**src/rtl/chunk_accumulator54_pkg.sv**
```systemverilog
// Shared definitions for the chunked 54-bit accumulator and its 54+15-bit adder.
package chunk_accumulator54_pkg;

    localparam int ACC_W = 54;
    localparam int ADD_W = 15;

    typedef enum logic [1:0] {
        IDLE  = 2'd0,
        ACCUM = 2'd1,
        DONE  = 2'd2
    } acc_state_t;

endpackage

```
**src/rtl/chunk_accumulator54_adder.sv**
```systemverilog
// Combinational 54+15-bit chunk adder; bit ACC_W of the sum is the carry-out.
module customAdder54_39
    import chunk_accumulator54_pkg::*;
(
    input  logic [ACC_W-1:0] a_i,
    input  logic [ADD_W-1:0] b_i,
    output logic [ACC_W:0]   sum_o
);

    assign sum_o = {1'b0, a_i} + {{(ACC_W+1-ADD_W){1'b0}}, b_i};

endmodule

```
**src/rtl/chunk_accumulator54.sv**
```systemverilog
// Streams 15-bit addends into a 54-bit running sum, then presents the wrapped
// sum, a sticky carry-out flag and a saturating beat count over valid/ready.
module chunk_accumulator54
    import chunk_accumulator54_pkg::*;
#(
    parameter int CNT_W = 8
) (
    input  logic             clk,
    input  logic             rst,
    input  logic             start,
    input  logic [ACC_W-1:0] init_val,
    input  logic             in_valid,
    output logic             in_ready,
    input  logic [ADD_W-1:0] in_data,
    input  logic             in_last,
    output logic             out_valid,
    input  logic             out_ready,
    output logic [ACC_W-1:0] out_sum,
    output logic             out_ovf,
    output logic [CNT_W-1:0] out_count
);

    acc_state_t       state_q, state_d;
    logic [ACC_W-1:0] acc_q, acc_d;
    logic             ovf_q, ovf_d;
    logic [CNT_W-1:0] count_q, count_d;
    logic [ACC_W:0]   sum;

    customAdder54_39 u_adder (
        .a_i   (acc_q),
        .b_i   (in_data),
        .sum_o (sum)
    );

    always_ff @(posedge clk or posedge rst) begin
        if (rst) begin
            state_q <= IDLE;
            acc_q   <= '0;
            ovf_q   <= 1'b0;
            count_q <= '0;
        end else begin
            state_q <= state_d;
            acc_q   <= acc_d;
            ovf_q   <= ovf_d;
            count_q <= count_d;
        end
    end

    always_comb begin
        state_d = state_q;
        acc_d   = acc_q;
        ovf_d   = ovf_q;
        count_d = count_q;
        case (state_q)
            IDLE: begin
                if (start) begin
                    acc_d   = init_val;
                    ovf_d   = 1'b0;
                    count_d = '0;
                    state_d = ACCUM;
                end
            end
            ACCUM: begin
                if (in_valid) begin
                    acc_d = sum[ACC_W-1:0];
                    ovf_d = ovf_q | sum[ACC_W];
                    // beat count sticks at all-ones rather than wrapping
                    if (count_q != {CNT_W{1'b1}}) begin
                        count_d = count_q + CNT_W'(1);
                    end
                    if (in_last) begin
                        state_d = DONE;
                    end
                end
            end
            DONE: begin
                if (out_ready) begin
                    state_d = IDLE;
                end
            end
            default: state_d = IDLE;
        endcase
    end

    assign in_ready  = (state_q == ACCUM);
    assign out_valid = (state_q == DONE);
    assign out_sum   = acc_q;
    assign out_ovf   = ovf_q;
    assign out_count = count_q;

endmodule

```
**config.mk**
```make
export PLATFORM = sky130hd
export DESIGN_NAME = chunk_accumulator54
export DESIGN_NICKNAME = d
export VERILOG_FILES = /design/src/rtl/chunk_accumulator54_pkg.sv /design/src/rtl/chunk_accumulator54_adder.sv /design/src/rtl/chunk_accumulator54.sv
export SDC_FILE = /design/constraint.sdc
export NUM_CORES = 1
export LEC_CHECK = 0
export CAP_MARGIN = 20
export CORE_UTILIZATION = 30
export CTS_CLUSTER_SIZE = 12
export DETAILED_ROUTE_END_ITERATION = 10
export SYNTH_ARGS = -nofsm -noshare
export SYNTH_HDL_FRONTEND = slang
export SYNTH_SLANG_ARGS = --single-unit
```
**constraint.sdc**
```tcl
create_clock -name clk -period 4.01 [get_ports clk]
set_input_delay 0.802 -clock clk [delete_from_list [all_inputs] [get_ports clk]]
set_output_delay 0.802 -clock clk [all_outputs]
set_load 0.01 [all_outputs]
```
==> results.yml <==
synth:
  syn_area_per_cell_sq_um: 8.39
  synth_area_leaders: "dfrtp_1 (36%), nand2_1 (4.9%), nor2_1 (4.5%)"
  ys_warn_count: 0
  synth-edff-count: 0
  synth_top_area_cell: "dfrtp_1"
  syn_inst: 533
  synth.distinct_cells: 61
  syn_area_sq_um: 4470
  synth-main-ff-cell: "dfrtp_1"
  async_flop_share_pct: 100
  yosysSeqAreaShare_pct: 36.4
  yosysMostFrequentCell: "dfrtp_1"
  synth_common_cells: "dfrtp_1 (65), nand2_1 (58), nor2_1 (54)"
  ys_seq_elements: 65
  synth_fp_nets: 625
  synth_top_area_share_pct: 36.4
clocking:
  cts_made_buffers: 9
  post_cts_buffers: 0
  cts-resized-gates: 0
  cts.sinks: 65
  cts_buffer_depth: 2
  ctsRootBufferMaster: "clkbuf_16"
  clk_pin_slew_ns: 0.06
  htree_levels: 3
  cts_tree: "built"
  clkLatencyLatePin_ns: 0.33
  holdBufCountCts: 0
placed_design:
  dp_hpwl_um: 11700
  place_congestion: 0.867
  portBuffers: 139
  place_area_sq_um: 6090
final_layout:
  diodes: 0
  drive_gt1_share_pct: 7.25
  nets: 763
  final_area_sq_um: 6350
  fillers: 1452
  area_delta_synth_final_pct: 42.0
routing:
  wire_per_inst_um: 18.6
  wl_um: 16000
  route.vias.total: 4839
  viasPerCell: 5.63
  drc: 0
  drt_iter0_markers: 340
  final_antenna_net_count: 0
  dr.pass1.iters: 5
floorplan:
  core_area_sq_um: 14500
  fp.dieH_um: 124
  die_w_um: 124
  row_count: 44
  die-area_sq_um: 15400
  ioPinCount: 140
  initial_core_util_pct: 30.8
pwr:
  peakVddDrop_mv: 0.304
  leakage_nw: 2.46
  power_density_nw_per_um2: 773
timing:
  fin_setup_tns_ns: 0
  finalCritPeriodShare_pct: 84.6
  fin_crit_ns: 3.39
  rsz0062_at_grt: "false"
  hold_violations: 0
  tightestPinTransition_ns: 0.711
  report.final.setup_viol: 0
  fmax_mhz: 295
  slew_headroom_pct: 52.6
  fin_skew_ns: 0.00810
  slew_violations: 0
critical_path:
  critical_path_arrival_ns: 3.60
  cp-end-kind: "flop"
  r2r-start: "out_sum[0]"
  rr_worst_depth: 10
  crit_path_start_kind: "input pin"
  crit_type: "in -> reg"
  crit_path_start: "in_data[0]"
  crit_fanout: 6
  required_ns: 4.22
hold_path:
  worstHoldPathType: "reg -> reg"
  holdCritStartpoint: "out_ovf"
  worst_hold_path.num_cells: 2
global_route:
  grt_pass1_vias: 4676
  grt_overflow: 0
  grt_max_degree: 33
  antenna_found_initial: 0
  grt_pass1_wl_um: 24700
  grtUsageTotal_pct: 21.3
flow_run:
  maxCapViolCount: 0
outcome:
  run_status: "complete, no violations"
==> area by class of cell <==
class	instances	area, sq um	share of cell area, %
timing repair buffer	154	1500	23.7
inverter	11	41.3	0.650
multi-input combinational	430	2690	42.3
tap	184	230	3.62
clock inverter	5	32.5	0.512
sequential	65	1630	25.6
clock buffer	11	233	3.66
==> cells by family (layout without fill, tap and decap cells) <==
kind of cell | Yosys count | count (layout) | synth area share (%)
compound gates | 163 | 163 | 24.0
xor+xnor | 17 | 17 | 3.33
fa+ha+maj | 17 | 17 | 4.92
simple gates | 228 | 228 | 26.6
flops | 65 | 65 | 36.4
mux | 5 | 5 | 1.12
buf+inv | 38 | 181 | 3.69
==> worst max-delay path, stage by stage <==
cell and delay, ns:
clkdlybuf4s50_1 0.46, ha_1 0.21, fa_1 0.23, a21o_1 0.14, a221o_2 0.20, a31oi_4 0.14
o31ai_1 0.57, nand3_1 0.40, o32ai_1 0.36, a21oi_1 0.07
==> metal layers <==
metal | part of all wire (%) | global-route usage (%) | wire length [um]
met1 | 48 | 30.8 | 7620
met4 | 2.0 | 8.04 | 321
met2 | 44 | 31.6 | 6980
met3 | 6.7 | 3.25 | 1080
met5 | 0 | 0 | 0
==> worst paths after layout <==
check | to | slack (ns)
max | out_sum[42] | 0.62
min | out_ovf | 0.51
max reg2reg | out_sum[38] | 1.17
min reg2reg | out_ovf | 0.51
max in group asynchronous | out_sum[25] | 2.44
min in group asynchronous | out_sum[40] | 0.82
==> cells in the final DEF (no fill, tap or decap), types with 6 or more instances in the layout <==
cell / Yosys / routed
clkdlybuf4s50_1: 0 / 139
nand3_1: 18 / 18
a211oi_1: 18 / 18
nand2_1: 58 / 58
xnor2_1: 10 / 10
dfrtp_1: 65 / 65
xor2_1: 7 / 7
o22ai_1: 23 / 23
o21ai_0: 36 / 36
a311oi_1: 9 / 9
a21oi_1: 39 / 38
ha_1: 16 / 16
clkbuf_16: 0 / 9
or3_1: 17 / 17
a31oi_1: 6 / 6
nor3_1: 22 / 22
nand4_1: 10 / 10
inv_1: 11 / 10
nor2_1: 54 / 54
and3_1: 16 / 16
buf_4: 2 / 15
==> sequential cells by signal, summed over array words and instances (netlist names) <==
name and cells:
out_ovf 1, state_q 2, out_sum 54, out_count 8
==> per-stage QoR <==
stage	setup slack, ns	utilization [%]	instances	hold WS, ns	power [mW]
finish	0.617	43.7	860	0.514	4.91
global route	0.392	43.7	860	0.527	5.28
CTS	0.649	43.7	860	0.522	4.91
detailed placement	0.329	41.9	844	0.509	4.17
global placement	0.347	41.9	844	0.494	4.11
floorplan	0.994	-	533	0.448	2.96
==> power breakdown <==
group	total, mW	switching [mW]	internal, mW
clock network	0.718	0.302	0.416
registers	1.38	0.424	0.954
logic	2.82	1.51	1.30
(Power assumes the default switching activity.)
==> variant 1 (same flow settings) <==
Change the parameter `CNT_W` from 8 to 7.
--- a/src/rtl/chunk_accumulator54.sv
+++ b/src/rtl/chunk_accumulator54.sv
@@ -4,5 +4,5 @@
     import chunk_accumulator54_pkg::*;
 #(
-    parameter int CNT_W = 8
+    parameter int CNT_W = 7
 ) (
     input  logic             clk,
Interface: changed (resized out_count); port bits go from 140 to 139. The function was not compared with the original's and may differ.
==> variant 1 against the unedited design <==
Sequential cell count fell by 1; total power grew 9.1%; cell area rose by 1.1%; synthesized area down 1.3%; critical endpoint is now out_sum[24]$_DFFE_PP0P_; wire length grew 0.78%; non-clock buffer count up 2; largest cell class unchanged; worst setup slack lost 35 ps; highest routed layer unchanged.
==> variant 1: results (changes against the unedited design) <==
[clock_network]
ctsResizeCount = 0  ; unchanged
cts_buffer_depth = 2  ; unchanged
cts_setup_buffers = 0  ; unchanged
insertion_delay_ps = 350  ; +20 ps

[worst_setup_path]
crit_family = compound AO/OA/AOI/OAI gates
crit_slowest_cell = a221oi_2
slowest_delay_ps = 410  ; -160 ps
cp.arrival_ps = 3660  ; +60 ps
r2r_slack_ps = 1040  ; -130 ps
cp_max_fo = 15  ; +9

[place]
gp_congestion = 0.877  ; +1.2%
post-place-ws_ps = 268  ; -60.2 ps
port_buffers = 138  ; -0.72%
dp_hpwl_um = 11300  ; -3.5%
dp_cells = 833  ; -1.3%

[final_layout]
fillers = 1387  ; -4.5%
final_cells = 850  ; -1.2%
drive_gt1_share_pct = 7.76  ; +0.51 points
final_nets = 757  ; -0.79%

[global_route]
grt_first_pass_wirelength_um = 24800  ; +0.31%
grt_max_degree = 59  ; +79%
first_global_vias = 4648  ; -0.60%
grt_usage_pct = 21.7  ; +0.43 points

[logic_synthesis]
seq_area_frac_synth_pct = 36.3  ; -0.082 points
synth.area.top_cells = dfrtp_1, a21oi_1, nand2_1, ha_1, o21ai_0
synthCells = 529  ; -0.75%
syn-num-nets = 621  ; -0.64%
ys_types = 64  ; +4.9%
synth_common_cells = dfrtp_1, nand2_1, a21oi_1

[timing]
period_needed_ps = 3430  ; +34.7 ps
worst-slew-pin-transition_ps = 711  ; -0.560 ps
fin_worst_skew_ps = 9.36  ; +1.26 ps

[pwr]
switching_share_pct = 43.9  ; -1.7 points
p_leak_uw = 0.00252  ; +2.3%
pwr-share-comb_pct = 56.3  ; -1.0 points
vdd_drop_max_mv = 0.575  ; +89%
seqPwrFrac_pct = 24.9  ; -3.2 points

[outcome]
status = complete, no violations

[worst_hold_path]
hp-class = register to register

[drt]
routed_wl_um = 16100  ; +0.78%
vias = 4827  ; -0.25%
drt_first_pass_iters = 5  ; unchanged
drt_iter0_markers = 441  ; +30%

[variant 1: changes by cell type after synthesis, moves of 4 or more]
cell | before | now
nand4_1 | 10 | 16
nor3_1 | 22 | 16
a31oi_1 | 6 | 10
o32ai_1 | 1 | 5
a21oi_1 | 39 | 46
clkbuf_1 | 16 | 26
nor2_1 | 54 | 43
a211oi_1 | 18 | 2
nand3_1 | 18 | 29
o21a_1 | 0 | 4
a311oi_1 | 9 | 3
a2bb2oi_1 | 0 | 9
and3_1 | 16 | 11
or3_1 | 17 | 13
[variant 1: worst paths after layout]
| path | from | end | cells after the start |
|---|---|---|---|
| setup / recovery | in_data[0] | out_sum[24]$_DFFE_PP0P_ | 11 |
| hold / removal | out_ovf$_DFFE_PP0P_ | out_ovf$_DFFE_PP0P_ | 1 |
| setup reg to reg | out_sum[0]$_DFFE_PP0P_ | out_sum[24]$_DFFE_PP0P_ | 10 |
| hold reg to reg | out_ovf$_DFFE_PP0P_ | out_ovf$_DFFE_PP0P_ | 1 |
| max in group asynchronous | rst | out_sum[53]$_DFFE_PP0P_ | 4 |
| min in group asynchronous | rst | out_sum[3]$_DFFE_PP0P_ | 2 |
[variant 1: through the flow]
| step | hold slack, ps | area (sq um) | total power [uW] |
|---|---|---|---|
| 3_3_place_gp | 500 | 6030 | 4260 |
| 2_1_floorplan | 448 | 4410 | 3040 |
| 4_1_cts | 522 | 6400 | 5350 |
| 5_1_grt | 537 | 6420 | 5700 |
| 6_report | 521 | 6420 | 5360 |
| 3_5_place_dp | 497 | 6030 | 4330 |
[variant 1: kinds of logic (layout without fill, tap and decap cells)]
| logic type | count (synthesis) | count (layout) | share of synthesized area (%) |
|---|---|---|---|
| buffers and inverters | 42 | 183 | 3.85 |
| flip-flops | 64 | 64 | 36.3 |
| XOR/XNOR | 15 | 15 | 2.98 |
| adder cells (fa/ha/maj) | 17 | 17 | 4.99 |
| AO/OA/AOI/OAI | 166 | 166 | 24.9 |
| AND/OR/NAND/NOR | 218 | 218 | 25.4 |
| multiplexers | 7 | 7 | 1.59 |
[variant 1: metal layers]
| layer | track usage (%) | share of wire, % | wire [um] | up-vias |
|---|---|---|---|---|
| li1 | - | - | - | 2258 |
| met1 | 27.8 | 42 | 6820 | 2339 |
| met2 | 34.4 | 46 | 7480 | 210 |
| met3 | 7.52 | 10 | 1630 | 20 |
| met4 | 6.17 | 1.2 | 193 | 0 |
| met5 | 0 | 0 | 0 | - |
[variant 1: area by class of cell]
type	count	area, sq um	share of cell area [%]
timing repair buffer	156	1530	23.8
tap	180	225	3.51
sequential	64	1600	24.9
multi-input combinational	423	2650	41.3
clock inverter	6	130	2.03
clock buffer	10	239	3.72
inverter	11	41.3	0.643
==> variant 2 (same flow settings) <==
Without the edit above. Register the output `out_count` once more, without a reset; this adds one clock of latency there. The other outputs are not delayed to match.
--- a/src/rtl/chunk_accumulator54.sv
+++ b/src/rtl/chunk_accumulator54.sv
@@ -87,5 +87,7 @@
     assign out_sum   = acc_q;
     assign out_ovf   = ovf_q;
-    assign out_count = count_q;
+    always_ff @(posedge clk) begin
+        out_count <= count_q;
+    end
 
 endmodule
Behaviour: not the same (Yosys sat finds a counterexample within 4 cycles, from zero or initial values and one cycle with rst high).
==> variant 2 against the unedited design <==
Critical endpoint is now out_sum[40]$_DFFE_PP0P_; sequential power rose by 4%; total power rose by 5.1%; critical path depth did not move; wire length fell by 1.7%; hold slack got worse by 95 ps; first-iteration DRC count rose by 59%; clock skew barely moved; highest routed layer unchanged; worst setup slack improved by 57 ps; cell area rose by 2.8%; sequential cell count rose by 8; critical path type unchanged; count of clock-buffer cells in the layout fell by 1; synthesized area rose by 2.8%.
==> variant 2: results (changes against the unedited design) <==
[outcome]
status = complete, no violations

[worst_setup_path]
reg2regPathDepth = 9  ; -1
cp_max_fo = 8  ; +2
r2r_slack_ps = 1160
critPathCapture = out_sum[40]$_DFFE_PP0P_
cp.arrival_ps = 3590  ; about the same
crit_family = compound AO/OA/AOI/OAI gates
crit_slowest_cell = fa_1
startpoint = in_data[0]
slowest_delay_ps = 430  ; -140 ps

[clock_network]
cts_buffer_depth = 2  ; unchanged
cts_setup_buffers = 0  ; unchanged
insertion_delay_ps = 350  ; +20 ps
cts_root_buffer = clkbuf_16
ctsResizeCount = 0  ; unchanged

[global_route]
grt_max_degree = 44  ; +33%
grt_first_pass_wirelength_um = 24900  ; +0.73%
first_global_vias = 4679  ; +0.064%
grt_usage_pct = 20.1  ; -1.2 points
antenna_found_initial = 0  ; unchanged

[drt]
routedWlPerCell_um = 18.3  ; -1.9%
drt_first_pass_iters = 5  ; unchanged
vias = 4827  ; -0.25%
drt_iter0_markers = 540  ; +59%

[logic_synthesis]
synth.area.top_cells = dfrtp_1, nor2_1, nand2_1, a21oi_1, ha_1
seq_area_frac_synth_pct = 38.9  ; +2.5 points
ys_types = 62  ; +1.6%
synth_common_cells = dfrtp_1, nor2_1, nand2_1
async_flop_share_pct = 89.0  ; -11 points
yosysWarnings = 0  ; unchanged

[timing]
slew_headroom_pct = 37.1  ; -15 points
period_share_pct = 83.2  ; -1.4 points
fin_worst_skew_ps = 8.58  ; +0.473 ps

[final_layout]
drive_gt1_share_pct = 7.53  ; +0.28 points
fillers = 1452  ; unchanged
antenna_cells = 0  ; unchanged
final_nets = 764  ; +0.13%
largest_reg_flops = 54  ; unchanged

[pwr]
vdd_drop_max_mv = 0.303  ; -0.48%
p_leak_uw = 0.00256  ; +4.2%

[place]
post-place-ws_ps = 351  ; +22.5 ps
dp_hpwl_um = 11500  ; -1.5%
gp_congestion = 0.901  ; +3.9%
port_buffers = 139  ; unchanged

==> variant 2: cell count changes in the layout (fill, tap and decap cells not counted), moves of 6 or more <==
cell / delta
dfxtp_1: +8
o21ai_0: -8
or3_1: -13
a311oi_1: +7
nor2_1: +8
nor3_1: -10
a211oi_1: -6
==> variant 2: stage by stage <==
stage	util [%]	hold slack [ps]	cells	cell area (sq um)	total power, uW
3_3_place_gp	42.2	402	845	6230	4260
6_report	44.3	419	861	6530	5160
2_1_floorplan	-	378	533	4600	3090
3_5_place_dp	42.2	411	845	6230	4310
5_1_grt	44.3	441	861	6530	5500
4_1_cts	44.3	423	861	6530	5160
==> variant 2: power by group <==
part | leakage [uW] | internal (uW) | switching (uW)
clock | 0.000145 | 499 | 331
sequential | 0.000834 | 1040 | 401
combinational | 0.00158 | 1320 | 1570
==> variant 2: cell families (layout without fill, tap and decap cells) <==
kind of cell | count (synthesis) | after routing | share of synthesized area [%]
DFF | 73 | 73 | 38.9
AOI/OAI and AO/OA | 172 | 172 | 25.3
adders and majority gates | 17 | 17 | 4.79
and+or+nand+nor | 208 | 208 | 22.9
xor gates and xnor gates | 18 | 18 | 3.43
buffers and inverters | 39 | 183 | 3.43
muxes | 6 | 6 | 1.31
==> variant 2: worst reg2reg max path: cells and delay by family, from the launching register on <==
family / cells / cell delay, ps
fa+ha+maj: 2 / 650
simple gates: 3 / 530
flops: 1 / 400
compound gates: 4 / 1180
==> variant 2: layout make-up <==
class,instances,area (sq um),share of cell area [%]
Clock buffer,10,239,3.66
Sequential cell,73,1790,27.4
Multi-Input combinational cell,421,2660,40.8
Clock inverter,6,67.6,1.03
Inverter,15,56.3,0.862
Timing Repair Buffer,152,1490,22.8
Tap cell,184,230,3.52
==> variant 2: how the worst min path moves through the flow <==
stage | start | end | slack (ps) | cells after the start
3_3_place_gp | count_q[4]$_DFFE_PP0P_ | out_count[4]$_DFF_P_ | 400 | 0
4_1_cts | count_q[4]$_DFFE_PP0P_ | out_count[4]$_DFF_P_ | 420 | 0
3_5_place_dp | count_q[4]$_DFFE_PP0P_ | out_count[4]$_DFF_P_ | 410 | 0
6_report | count_q[6]$_DFFE_PP0P_ | out_count[6]$_DFF_P_ | 420 | 0
5_1_grt | count_q[6]$_DFFE_PP0P_ | out_count[6]$_DFF_P_ | 440 | 0
2_1_floorplan | count_q[6]$_DFFE_PP0P_ | out_count[6]$_DFF_P_ | 380 | 0
==> variant 2: layer usage <==
metal / wire length, um / GRT usage (%) / up-vias
met5: 0 / 0 / -
met4: 424 / 9.36 / 0
met3: 1190 / 4.33 / 33
met2: 7100 / 30.9 / 229
met1: 7000 / 26.9 / 2285
li1: - / - / 2280
